$ cat config.mk
export PLATFORM = sky130hd
export DESIGN_NAME = ssm_tile_feeder_flat
export DESIGN_NICKNAME = d
export VERILOG_FILES = /design/src/rtl/ssm_pkg.sv /design/src/rtl/ssm_tile_feeder_if.sv /design/src/rtl/ssm_tile_fifo2.sv /design/src/rtl/ssm_tile_feeder.sv /design/src/flat_wrapper.sv
export SDC_FILE = /design/constraint.sdc
export NUM_CORES = 2
export LEC_CHECK = 0
export BUFFER_PORTS_ARGS = -buffer_cell sky130_fd_sc_hd__buf_2
export CAP_MARGIN = 0
export CORE_AREA = 2 2 667 669
export CTS_CLUSTER_DIAMETER = 100
export CTS_CLUSTER_SIZE = 30
export DETAILED_ROUTE_END_ITERATION = 7
export DIE_AREA = 0 0 669 671
export SLEW_MARGIN = 20
export SYNTH_ARGS = -nofsm -noshare
export SYNTH_HDL_FRONTEND = slang
export SYNTH_SLANG_ARGS = --single-unit
export TNS_END_PERCENT = 5
$ cat constraint.sdc
create_clock -name clk -period 44.1 [get_ports clk]
set_input_delay 2.205 -clock clk [delete_from_list [all_inputs] [get_ports clk]]
set_output_delay 2.205 -clock clk [all_outputs]
set_load 0.02 [all_outputs]
$ cat src/rtl/ssm_pkg.sv
//==============================================================================
// Module      : ssm_pkg
// Description : Shared types and sizes for the SSM tile feeder: lane/scalar
//               widths, tile vector type, feeder state encoding and the
//               derived tile count / counter widths.
// Revision    : 1.0 - initial release
//==============================================================================
`default_nettype none

package ssm_pkg;

    localparam int DW       = 16;                 // scalar / lane width (fp16)
    localparam int N_TILE   = 16;                 // lanes per tile
    localparam int N_STATE  = 128;                // state length per frame
    localparam int AW       = 8;                  // tile memory address width

    localparam int TILE_W   = N_TILE * DW;        // bits per tile vector
    localparam int NT       = N_STATE / N_TILE;   // tiles per frame
    localparam int RD_CNT_W = $clog2(NT + 1);     // holds 0..NT inclusive
    localparam int FIFO_W   = 3 * TILE_W + 1;     // {last, B, C, hprev}

    typedef logic [TILE_W-1:0] tile_vec_t;

    typedef enum logic [1:0] {
        ST_IDLE   = 2'd0,
        ST_FETCH  = 2'd1,
        ST_WAIT_Y = 2'd2
    } feeder_state_t;

endpackage

`default_nettype wire

$ cat src/rtl/ssm_tile_feeder_if.sv
//==============================================================================
// Module      : ssm_tile_feeder_if
// Description : Bundle of host command, tile memory, tile stream and result
//               signals of the SSM tile feeder. master = feeder side,
//               slave = surrounding logic (host, memory, SSM block).
// Revision    : 1.0 - initial release
//==============================================================================
`default_nettype none

interface ssm_tile_feeder_if;
    import ssm_pkg::*;

    // host command / status
    logic            start_i;
    logic [AW-1:0]   base_i;
    logic [DW-1:0]   dt_i;
    logic [DW-1:0]   dA_i;
    logic [DW-1:0]   x_i;
    logic [DW-1:0]   D_i;
    logic            busy_o;
    logic            done_o;
    logic [DW-1:0]   y_o;
    logic            err_timeout_o;

    // tile memory read port
    logic            mem_rd_en_o;
    logic [AW-1:0]   mem_rd_addr_o;
    tile_vec_t       mem_B_i;
    tile_vec_t       mem_C_i;
    tile_vec_t       mem_h_i;

    // tile stream towards the SSM block
    logic            tile_valid_o;
    logic            tile_last_o;
    logic            tile_ready_i;
    logic [DW-1:0]   dt_o;
    logic [DW-1:0]   dA_o;
    logic [DW-1:0]   x_o;
    logic [DW-1:0]   D_o;
    tile_vec_t       B_tile_o;
    tile_vec_t       C_tile_o;
    tile_vec_t       hprev_tile_o;

    // result from the SSM block
    logic [DW-1:0]   y_final_i;
    logic            y_final_valid_i;

    modport master (
        input  start_i, base_i, dt_i, dA_i, x_i, D_i,
        output busy_o, done_o, y_o, err_timeout_o,
        output mem_rd_en_o, mem_rd_addr_o,
        input  mem_B_i, mem_C_i, mem_h_i,
        output tile_valid_o, tile_last_o,
        input  tile_ready_i,
        output dt_o, dA_o, x_o, D_o, B_tile_o, C_tile_o, hprev_tile_o,
        input  y_final_i, y_final_valid_i
    );

    modport slave (
        output start_i, base_i, dt_i, dA_i, x_i, D_i,
        input  busy_o, done_o, y_o, err_timeout_o,
        input  mem_rd_en_o, mem_rd_addr_o,
        output mem_B_i, mem_C_i, mem_h_i,
        input  tile_valid_o, tile_last_o,
        output tile_ready_i,
        input  dt_o, dA_o, x_o, D_o, B_tile_o, C_tile_o, hprev_tile_o,
        output y_final_i, y_final_valid_i
    );

endinterface

`default_nettype wire

$ cat src/rtl/ssm_tile_fifo2.sv
//==============================================================================
// Module      : ssm_tile_fifo2
// Description : Two-entry FIFO with occupancy count, head visible on rd_data.
//               Writes are unconditional; the writer guarantees space.
// Revision    : 1.0 - initial release
//==============================================================================
`default_nettype none

module ssm_tile_fifo2
    import ssm_pkg::*;
#(
    parameter int WIDTH = FIFO_W
) (
    input  logic             clk,
    input  logic             rst,
    input  logic             wr_en,
    input  logic [WIDTH-1:0] wr_data,
    input  logic             rd_en,
    output logic [WIDTH-1:0] rd_data,
    output logic [1:0]       count
);

    logic [WIDTH-1:0] r_mem [2];
    logic             r_wr_ptr;
    logic             r_rd_ptr;
    logic [1:0]       r_count;
    logic             w_pop;

    // A pop on an empty FIFO is dropped so the count can never underflow
    always_comb begin
        w_pop = rd_en && (r_count != 2'd0);
    end

    // Storage, pointers and occupancy; reset empties and zeroes the entries
    always_ff @(posedge clk or posedge rst) begin
        if (rst) begin
            r_mem[0] <= '0;
            r_mem[1] <= '0;
            r_wr_ptr <= 1'b0;
            r_rd_ptr <= 1'b0;
            r_count  <= 2'd0;
        end else begin
            if (wr_en) begin
                r_mem[r_wr_ptr] <= wr_data;
                r_wr_ptr        <= ~r_wr_ptr;
            end
            if (w_pop) begin
                r_rd_ptr <= ~r_rd_ptr;
            end
            case ({wr_en, w_pop})
                2'b10:   r_count <= r_count + 2'd1;
                2'b01:   r_count <= r_count - 2'd1;
                default: r_count <= r_count;
            endcase
        end
    end

    assign rd_data = r_mem[r_rd_ptr];
    assign count   = r_count;

endmodule

`default_nettype wire

$ cat src/rtl/ssm_tile_feeder.sv
//==============================================================================
// Module      : ssm_tile_feeder
// Description : Frame sequencer for the SSM block. Captures frame scalars on
//               start, reads NT tile triples from tile memory under a credit
//               rule, streams them with valid/last/ready through a 2-entry
//               FIFO, then waits for y_final and returns it with done_o.
//               Optional macro SSM_FEEDER_TIMEOUT_EN adds a WAIT_Y watchdog
//               of Y_TIMEOUT cycles that ends the frame with err_timeout_o.
// Revision    : 1.0 - initial release
//==============================================================================
`default_nettype none

module ssm_tile_feeder
    import ssm_pkg::*;
#(
    parameter int Y_TIMEOUT = 1024
) (
    input  logic                clk,
    input  logic                rst,
    ssm_tile_feeder_if.master   bus
);

    localparam logic [RD_CNT_W-1:0] c_nt      = RD_CNT_W'(NT);
    localparam logic [RD_CNT_W-1:0] c_nt_last = RD_CNT_W'(NT - 1);

    feeder_state_t       r_state;
    logic [AW-1:0]       r_base;
    logic [DW-1:0]       r_dt;
    logic [DW-1:0]       r_dA;
    logic [DW-1:0]       r_x;
    logic [DW-1:0]       r_D;
    logic [DW-1:0]       r_y;
    logic                r_busy;
    logic                r_done;
    logic [RD_CNT_W-1:0] r_rd_cnt;
    logic                r_rd_vld;   // read data is on mem_*_i this cycle
    logic                r_rd_last;  // ...and it is the frame's final tile

    logic [1:0]          w_fifo_count;
    logic [FIFO_W-1:0]   w_fifo_head;
    logic [FIFO_W-1:0]   w_fifo_wdata;
    logic                w_tile_valid;
    logic                w_head_last;
    logic                w_pop;
    logic [2:0]          w_occ;
    logic                w_credit_ok;
    logic                w_rd_en;

`ifdef SSM_FEEDER_TIMEOUT_EN
    localparam int               WAIT_W      = $clog2(Y_TIMEOUT + 1);
    localparam logic [WAIT_W-1:0] c_wait_last = WAIT_W'(Y_TIMEOUT - 1);
    logic [WAIT_W-1:0]           r_wait_cnt;
    logic                        r_err;
`else
    logic                        w_unused_timeout;
    assign w_unused_timeout = (Y_TIMEOUT != 0);
`endif

    // Issue/credit: a new read lands two edges later, so occupancy plus the
    // read already returning, minus this cycle's pop, must leave a free slot
    always_comb begin
        w_tile_valid = (w_fifo_count != 2'd0);
        w_head_last  = w_fifo_head[FIFO_W-1];
        w_pop        = w_tile_valid && bus.tile_ready_i;
        w_occ        = {1'b0, w_fifo_count} + {2'b00, r_rd_vld};
        w_credit_ok  = (w_occ <= (3'd1 + {2'b00, w_pop}));
        w_rd_en      = (r_state == ST_FETCH) && (r_rd_cnt < c_nt) && w_credit_ok;
        w_fifo_wdata = {r_rd_last, bus.mem_B_i, bus.mem_C_i, bus.mem_h_i};
    end

    // Track which cycle carries returning read data; reset drops it
    always_ff @(posedge clk or posedge rst) begin
        if (rst) begin
            r_rd_vld  <= 1'b0;
            r_rd_last <= 1'b0;
        end else begin
            r_rd_vld  <= w_rd_en;
            r_rd_last <= w_rd_en && (r_rd_cnt == c_nt_last);
        end
    end

    // Frame sequencer: IDLE -> FETCH -> WAIT_Y -> IDLE with registered status
    always_ff @(posedge clk or posedge rst) begin
        if (rst) begin
            r_state  <= ST_IDLE;
            r_base   <= '0;
            r_dt     <= '0;
            r_dA     <= '0;
            r_x      <= '0;
            r_D      <= '0;
            r_y      <= '0;
            r_busy   <= 1'b0;
            r_done   <= 1'b0;
            r_rd_cnt <= '0;
`ifdef SSM_FEEDER_TIMEOUT_EN
            r_wait_cnt <= '0;
            r_err      <= 1'b0;
`endif
        end else begin
            r_done <= 1'b0;
`ifdef SSM_FEEDER_TIMEOUT_EN
            r_err  <= 1'b0;
`endif
            unique case (r_state)
                ST_IDLE: begin
                    if (bus.start_i) begin
                        r_base   <= bus.base_i;
                        r_dt     <= bus.dt_i;
                        r_dA     <= bus.dA_i;
                        r_x      <= bus.x_i;
                        r_D      <= bus.D_i;
                        r_busy   <= 1'b1;
                        r_rd_cnt <= '0;
                        r_state  <= ST_FETCH;
                    end
                end
                ST_FETCH: begin
                    if (w_rd_en) begin
                        r_rd_cnt <= r_rd_cnt + 1'b1;
                    end
                    if (w_pop && w_head_last) begin
                        r_state <= ST_WAIT_Y;
`ifdef SSM_FEEDER_TIMEOUT_EN
                        r_wait_cnt <= '0;
`endif
                    end
                end
                ST_WAIT_Y: begin
                    if (bus.y_final_valid_i) begin
                        r_y     <= bus.y_final_i;
                        r_done  <= 1'b1;
                        r_busy  <= 1'b0;
                        r_state <= ST_IDLE;
                    end
`ifdef SSM_FEEDER_TIMEOUT_EN
                    else if (r_wait_cnt == c_wait_last) begin
                        r_y     <= '0;
                        r_done  <= 1'b1;
                        r_err   <= 1'b1;
                        r_busy  <= 1'b0;
                        r_state <= ST_IDLE;
                    end else begin
                        r_wait_cnt <= r_wait_cnt + 1'b1;
                    end
`endif
                end
                default: r_state <= ST_IDLE;
            endcase
        end
    end

    ssm_tile_fifo2 #(
        .WIDTH (FIFO_W)
    ) u_fifo (
        .clk     (clk),
        .rst     (rst),
        .wr_en   (r_rd_vld),
        .wr_data (w_fifo_wdata),
        .rd_en   (w_pop),
        .rd_data (w_fifo_head),
        .count   (w_fifo_count)
    );

    // Returning read data must always find a free slot
    a_fifo_no_overflow: assert property (@(posedge clk) disable iff (rst)
        !(r_rd_vld && (w_fifo_count == 2'd2) && !w_pop));

    assign bus.busy_o        = r_busy;
    assign bus.done_o        = r_done;
    assign bus.y_o           = r_y;
`ifdef SSM_FEEDER_TIMEOUT_EN
    assign bus.err_timeout_o = r_err;
`else
    assign bus.err_timeout_o = 1'b0;
`endif
    assign bus.mem_rd_en_o   = w_rd_en;
    assign bus.mem_rd_addr_o = w_rd_en ? (r_base + AW'(r_rd_cnt)) : '0;
    assign bus.tile_valid_o  = w_tile_valid;
    assign bus.tile_last_o   = w_tile_valid && w_head_last;
    assign bus.B_tile_o      = w_fifo_head[3*TILE_W-1 -: TILE_W];
    assign bus.C_tile_o      = w_fifo_head[2*TILE_W-1 -: TILE_W];
    assign bus.hprev_tile_o  = w_fifo_head[TILE_W-1:0];
    assign bus.dt_o          = r_dt;
    assign bus.dA_o          = r_dA;
    assign bus.x_o           = r_x;
    assign bus.D_o           = r_D;

endmodule

`default_nettype wire

$ cat src/flat_wrapper.sv
// flat-port wrapper written by rule: the top's interface ports become plain ports
module ssm_tile_feeder_flat import ssm_pkg::*;
#(
    parameter int Y_TIMEOUT = 1024
)
  (clk, rst, bus_start_i, bus_base_i, bus_dt_i, bus_dA_i, bus_x_i, bus_D_i, bus_busy_o, bus_done_o, bus_y_o, bus_err_timeout_o, bus_mem_rd_en_o, bus_mem_rd_addr_o, bus_mem_B_i, bus_mem_C_i, bus_mem_h_i, bus_tile_valid_o, bus_tile_last_o, bus_tile_ready_i, bus_dt_o, bus_dA_o, bus_x_o, bus_D_o, bus_B_tile_o, bus_C_tile_o, bus_hprev_tile_o, bus_y_final_i, bus_y_final_valid_i);
  ssm_tile_feeder_if bus_i ();
  input  logic clk;
  input  logic rst;
  input wire logic [$bits(bus_i.start_i)-1:0] bus_start_i;
  input wire logic [$bits(bus_i.base_i)-1:0] bus_base_i;
  input wire logic [$bits(bus_i.dt_i)-1:0] bus_dt_i;
  input wire logic [$bits(bus_i.dA_i)-1:0] bus_dA_i;
  input wire logic [$bits(bus_i.x_i)-1:0] bus_x_i;
  input wire logic [$bits(bus_i.D_i)-1:0] bus_D_i;
  output wire logic [$bits(bus_i.busy_o)-1:0] bus_busy_o;
  output wire logic [$bits(bus_i.done_o)-1:0] bus_done_o;
  output wire logic [$bits(bus_i.y_o)-1:0] bus_y_o;
  output wire logic [$bits(bus_i.err_timeout_o)-1:0] bus_err_timeout_o;
  output wire logic [$bits(bus_i.mem_rd_en_o)-1:0] bus_mem_rd_en_o;
  output wire logic [$bits(bus_i.mem_rd_addr_o)-1:0] bus_mem_rd_addr_o;
  input wire logic [$bits(bus_i.mem_B_i)-1:0] bus_mem_B_i;
  input wire logic [$bits(bus_i.mem_C_i)-1:0] bus_mem_C_i;
  input wire logic [$bits(bus_i.mem_h_i)-1:0] bus_mem_h_i;
  output wire logic [$bits(bus_i.tile_valid_o)-1:0] bus_tile_valid_o;
  output wire logic [$bits(bus_i.tile_last_o)-1:0] bus_tile_last_o;
  input wire logic [$bits(bus_i.tile_ready_i)-1:0] bus_tile_ready_i;
  output wire logic [$bits(bus_i.dt_o)-1:0] bus_dt_o;
  output wire logic [$bits(bus_i.dA_o)-1:0] bus_dA_o;
  output wire logic [$bits(bus_i.x_o)-1:0] bus_x_o;
  output wire logic [$bits(bus_i.D_o)-1:0] bus_D_o;
  output wire logic [$bits(bus_i.B_tile_o)-1:0] bus_B_tile_o;
  output wire logic [$bits(bus_i.C_tile_o)-1:0] bus_C_tile_o;
  output wire logic [$bits(bus_i.hprev_tile_o)-1:0] bus_hprev_tile_o;
  input wire logic [$bits(bus_i.y_final_i)-1:0] bus_y_final_i;
  input wire logic [$bits(bus_i.y_final_valid_i)-1:0] bus_y_final_valid_i;
  assign bus_i.start_i = bus_start_i;
  assign bus_i.base_i = bus_base_i;
  assign bus_i.dt_i = bus_dt_i;
  assign bus_i.dA_i = bus_dA_i;
  assign bus_i.x_i = bus_x_i;
  assign bus_i.D_i = bus_D_i;
  assign bus_busy_o = bus_i.busy_o;
  assign bus_done_o = bus_i.done_o;
  assign bus_y_o = bus_i.y_o;
  assign bus_err_timeout_o = bus_i.err_timeout_o;
  assign bus_mem_rd_en_o = bus_i.mem_rd_en_o;
  assign bus_mem_rd_addr_o = bus_i.mem_rd_addr_o;
  assign bus_i.mem_B_i = bus_mem_B_i;
  assign bus_i.mem_C_i = bus_mem_C_i;
  assign bus_i.mem_h_i = bus_mem_h_i;
  assign bus_tile_valid_o = bus_i.tile_valid_o;
  assign bus_tile_last_o = bus_i.tile_last_o;
  assign bus_i.tile_ready_i = bus_tile_ready_i;
  assign bus_dt_o = bus_i.dt_o;
  assign bus_dA_o = bus_i.dA_o;
  assign bus_x_o = bus_i.x_o;
  assign bus_D_o = bus_i.D_o;
  assign bus_B_tile_o = bus_i.B_tile_o;
  assign bus_C_tile_o = bus_i.C_tile_o;
  assign bus_hprev_tile_o = bus_i.hprev_tile_o;
  assign bus_i.y_final_i = bus_y_final_i;
  assign bus_i.y_final_valid_i = bus_y_final_valid_i;
  ssm_tile_feeder #(.Y_TIMEOUT(Y_TIMEOUT)) u_core (.clk(clk), .rst(rst), .bus(bus_i));
endmodule
### Word-level counts from Yosys, hierarchy flattened

Cells that the tools add are included.

| operators by class | value |
|---|---|
| add/subtract/negate cells | 6 |
| magnitude comparators | 5 |
| equality and inequality tests | 9 |
| muxes and demuxes | 20 |
| bitwise logic cells | 4 |
| reduce and logical (&&, ||, !) cells | 18 |

Operators with widths:

| cell | count |
|---|---|
| two-way mux 769 bit | 4 |
| bitwise mux 1538 bit | 1 |
| demux 769 bit (select 1 bit) | 1 |
| AND reduction 3 bit | 3 |
| adder 8 x 4 -> 8 bit | 1 |
| logical AND 1 bit | 8 |
| two-way mux 4 bit | 2 |
| two-way mux 8 bit | 1 |
| case mux 4 bit (2 select lines) | 1 |
| nonzero test 2 bit | 4 |
| two-way mux 2 bit | 3 |
| != test 2 bit, second input constant | 3 |
| case mux 2 bit (3 select lines) | 1 |
| adder 4 x 1 -> 4 bit, second input constant | 1 |
| == test 2 x 1 -> 1 bit, second input constant | 2 |
| == test 2 bit, second input constant | 2 |
| == test 4 x 3 -> 1 bit, second input constant | 1 |
| greater-or-equal comparator 2 bit, second input constant | 2 |
| less-than comparator 4 bit, second input constant | 1 |
| two-way mux 1 bit | 4 |
| NOT 1 -> 2 bit | 2 |
| case mux 2 bit (2 select lines) | 1 |
| AND reduction 2 bit | 2 |
| adder 2 x 1 -> 3 bit | 1 |
| other kinds (9) | 10 |

| storage, ports and cells | value |
|---|---|
| register bits after elaboration | 1,640 |
| bits of input ports | 861 |
| output and inout port bits | 862 |
| word-level logic and storage cells | 79 |

### Depth between registers and ports, before layout

| depth | value |
|---|---|
| depth in word-level cells | 7 |
| mapped depth | 9 |

### By module

Synthesis repeated with hierarchy kept, for this count alone.

| second synthesis, totals | value |
|---|---|
| cells, all modules | 4,578 |
| area, all modules | 70,377.5 um^2 |

Modules (own cells, without submodules):

| module | instances | cells an instance | area an instance (um^2) | seq. area each (um^2) |
|---|---|---|---|---|
| ssm_tile_fifo2 | 1 | 4,117 | 66,304.8 | 38,587.0 |
| ssm_tile_feeder | 1 | 461 | 4,072.7 | 2,452.4 |

### Worst setup path after synthesis

No wires, ideal clock.

| path | value |
|---|---|
| path type | input to output |
| start point | in bus_tile_ready_i |
| end point | out bus_mem_rd_addr_o[5] |
| arrival | 4.025 ns |
| data required time | 41.895 ns |
| setup slack | 37.870 ns |
| cell stages on the path | 8 |
| path buffers | 1 |
| cell sequence | o21ai_4 inv_1 fa_1 o21bai_1 o31ai_1 or4_1 buf_6 nor3b_2 |

| between the ends | value |
|---|---|
| longest elaborated chain between the ends | 5 |

Ends and longest elaborated chain:

| item | RTL line | RTL |
|---|---|---|
| start, declared | flat_wrapper.sv:27 | `input wire logic [$bits(bus_i.tile_ready_i)-1:0] bus_tile_ready_i;` |
| logical AND 1 bit | ssm_tile_feeder.sv:64 | `w_pop = w_tile_valid && bus.tile_ready_i;` |
| adder 1 x 1 -> 2 bit | ssm_tile_feeder.sv:66 | `w_credit_ok = (w_occ <= (3'd1 + {2'b00, w_pop}));` |
| <= comparator 3 bit | ssm_tile_feeder.sv:66 |  |
| logical AND 1 bit | ssm_tile_feeder.sv:67 | `w_rd_en = (r_state == ST_FETCH) && (r_rd_cnt < c_nt) && w_credit_ok;` |
| two-way mux 8 bit | ssm_tile_feeder.sv:177 | `assign bus.mem_rd_addr_o = w_rd_en ? (r_base + AW'(r_rd_cnt)) : '0;` |
| end, declared | flat_wrapper.sv:21 | `output wire logic [$bits(bus_i.mem_rd_addr_o)-1:0] bus_mem_rd_addr_o;` |

No other way between the ends.

### Worst setup path after layout

| path | value |
|---|---|
| start point | reg u_core.u_fifo.r_rd_ptr |
| end point | out bus_B_tile_o[195] |

| between the ends | value |
|---|---|
| longest elaborated chain between the ends | 4 |

Ends and longest elaborated chain:

| item | RTL line | RTL |
|---|---|---|
| start, declared | ssm_tile_fifo2.sv:25 | `logic r_rd_ptr;` |
| start signal, assigned | ssm_tile_fifo2.sv:48 | `r_rd_ptr <= ~r_rd_ptr;` |
| NOT 1 -> 2 bit (implied by the code) | ssm_tile_fifo2.sv:58 | `assign rd_data = r_mem[r_rd_ptr];` |
| two-way mux 769 bit (implied by the code) (3 in a row) | ssm_tile_fifo2.sv:58 |  |
| end, declared | flat_wrapper.sv:32 | `output wire logic [$bits(bus_i.B_tile_o)-1:0] bus_B_tile_o;` |

No other way between the ends. The select of a mux whose other input is x is not followed.

==> out/metrics.cfg <==
[power_and_ir_drop]
power.density_cell_area_nw_per_um2 = 89.4
power.ir.vdd_worst_uv = 50.1
static-leakage-power_nw = 38.2

[routing]
wl_per_cell_um = 26.8
drtIter0Drc = 2203
final_antenna_net_count = 0
vias = 45700
finalWirelength_mm = 329
drtPass1Iterations = 5
avgViaCountPerCell = 3.73
drc = 0

[grt]
first_global_vias = 46000
antenna_found_initial = 391
global_route.usage.met3 = 0.0753
grt_use_total = 0.140
grt_max_degree = 160
groute.layer.met1.usage = 0.147
first_pass_grt_wire_length_mm = 430
global_route_met2_usage = 0.233
global_route.overflow_total = 0
gr-max-usage-layer = met2

[synth]
synth.yosys.warnings = 0
mean_post_synth_cell_area_um2 = 15.3
synth_top_flop_cell = dfrtp_1
netlist.area_leader.share = 0.585
netlist_area_um2 = 70100
ys_ff_latch = 1640
synth_most_common_cell = mux2_2
synth_sequential_area_ratio = 0.585
ys_types = 41
syn_nets = 5447
synth_enable_flop_cells = 0
synthesized_instance_count = 4576
synthTopCellsByArea = dfrtp_1 (59%), mux2_2 (37%), nand2_1 (1.5%)
asyncSetResetFlopFracSynth = 1.00
netlist_top_cells_count = mux2_2 (2306), dfrtp_1 (1640), nand2_1 (271)
synth_top_area_cell = dfrtp_1

[setup_path]
timing.setup.critical_path_class = flip-flop to primary output
timing.critical_path.arrival_ps = 5490
cp.buffers_inverters = 6
worstSetupStartpointType = flip-flop
worst_path_most_repeated_cell = buf_4
cp_cell_sequence = buf_4 -> buf_4 -> buf_4 -> buf_12 -> buf_4 -> mux2_2 -> buf_2
worstPathRequired_ps = 41900
endpoint_kind = primary output
timing.critical_path.slowest_stage_cell = buf_4
cpPeakStageDelay_ps = 690
critical-path-top-delay-family = buffers and inverters
path_max_fanout = 127

[timing]
worstMarginPinSlew_ps = 1040
maxSlewHeadroom = 0.305
final_setup_tns_ps = 0
fmax_mhz = 130
fin_skew_ps = 98.8
timing.final.hold_violations = 0
fin_ws_ps = 36400
layout_min_cycle_time_ps = 7700
fin_crit_sh = 0.175
rsz0062_at_grt = no
hold_slack_ps = 478
drv_slew = 0
final-setup-viol-count = 0

[die]
floorplan.io_pins = 1723
std_cell_rows = 244
start_util = 0.159
design.die.area_um2 = 449000
dieHeight_um = 671
fp.coreArea_um2 = 441000
die_x_um = 669

[clock_tree]
clkLatencyLatePin_ps = 940
maximum_level_of_the_cts_h_tree = 3
cts-buffers-inserted = 89
clkSlewWorstSetupHoldPaths_ps = 110
cts.path.max_buffers = 4
holdBufCountCts = 0
post-cts-setup-buffer-count = 0
post_cts_resized = 0
clock_sink_count = 1640
ctsRootBufferMaster = clkbuf_16
cts_tree = done

[placement]
portBuffers = 1721
dp_slack_ps = 36870
dp_hpwl_mm = 274
gp_congestion = 0.962

[finish]
regArea_um2 = 41000
layout-drive-gt1-share = 0.682
multi_input_area_um2 = 27600
fin_nets = 7053
final.fill_count = 47700
flow.area_growth_from_synthesis_pct = 26.5

[run_status]
run_status = complete, no violations

[run]
cap_viol_max_count = 0

[hold_path]
worst_hold_path_type = flip-flop to flip-flop

-- cells in the final DEF, fill, tap and decap left out, types with 6 or more instances in the layout --
master	synthesis	routed
clkbuf_16	0	90
diode_2	0	122
ha_1	8	8
inv_6	1	11
nor2_1	10	9
xnor2_1	7	7
nand2_1	271	269
o21ai_0	6	6
clkinv_16	0	11
buf_2	182	1721
dfrtp_1	1640	1639
mux2_2	2306	2306
inv_12	0	7
inv_1	10	9
buf_4	51	67
-- metal layers --
metal,vias to the layer above,wire length (um),share of wire
li1,19500,-,-
met1,23300,116000,0.35
met2,1884,156000,0.47
met3,836,40700,0.12
met4,192,15200,0.046
met5,-,1280,0.0039
-- per-stage QoR --
stage,cells,total power [mW],cell area [um2],utilization
finish,12300,7.93,88700,0.201
global route,12200,8.35,88500,0.201
CTS,12100,8.05,88400,0.200
detailed placement,12000,7.00,85200,0.193
global placement,12000,6.95,85200,0.193
floorplan,4576,5.44,70100,-
-- tightest hold or removal path, stage by stage (launching register included) --
cell and delay [ps]:
dfrtp_1 350, nand2_1 50, nand2_1 50
-- report_power, final --
part           total (mW)  internal, mW  switching (mW)
sequential           2.70          2.27           0.425
combinational        4.20          1.82            2.39
clock                1.03         0.428           0.602
-- logic make-up after synthesis --
| family | synth area share |
|---|---|
| buffers and inverters | 0.0216 |
| xor gates and xnor gates | 0.00100 |
| and+or+nand+nor | 0.0171 |
| adders and majority gates | 0.00200 |
| other | 0.0000535 |
| DFF | 0.585 |
| muxes | 0.371 |
| AOI/OAI and AO/OA | 0.00186 |
-- flip-flops by register name, summed over array words and instances, names as in the netlist, 2 cells and up --
signal and flops:
u_core.r_rd_cnt 4, u_core.r_base 8, u_core.r_state 2, u_core.bus.x_o 16
u_core.u_fifo.r_mem 1538, u_core.bus.y_o 16, u_core.bus.dt_o 16, u_core.u_fifo.count 2
u_core.bus.dA_o 16, u_core.bus.D_o 16
-- final cells by class --
cell class / instances / area share
multi-input cells: 2647 / 0.311
clock buffers: 99 / 0.0262
repair buffers: 1792 / 0.104
clock inverters: 48 / 0.00934
well taps: 5904 / 0.0833
diodes: 122 / 0.00344
flip-flops and latches: 1640 / 0.463
inverters: 12 / 0.000607
-- worst paths after layout --
| path | depth (start not counted) | endpoint | slack, ps | start |
|---|---|---|---|---|
| worst max-delay path | 7 | bus_B_tile_o[195] | 36400 | u_core.u_fifo.r_rd_ptr$_DFFE_PP0P_ |
| worst min-delay path | 2 | u_core.bus.D_o[15]$_DFFE_PP0P_ | 480 | u_core.bus.D_o[15]$_DFFE_PP0P_ |
| worst max register to register | 9 | u_core.u_fifo.r_mem[685]$_DFFE_PP0P_ | 37090 | u_core.u_fifo.r_wr_ptr$_DFFE_PP0P_ |
| worst min register to register | 2 | u_core.bus.D_o[15]$_DFFE_PP0P_ | 480 | u_core.bus.D_o[15]$_DFFE_PP0P_ |
| max in group asynchronous | 7 | u_core.u_fifo.r_mem[1128]$_DFFE_PP0P_ | 37980 | rst |
| min in group asynchronous | 2 | u_core.u_fifo.r_mem[876]$_DFFE_PP0P_ | 1520 | rst |
No activity file was read; power rests on OpenSTA's default activity.
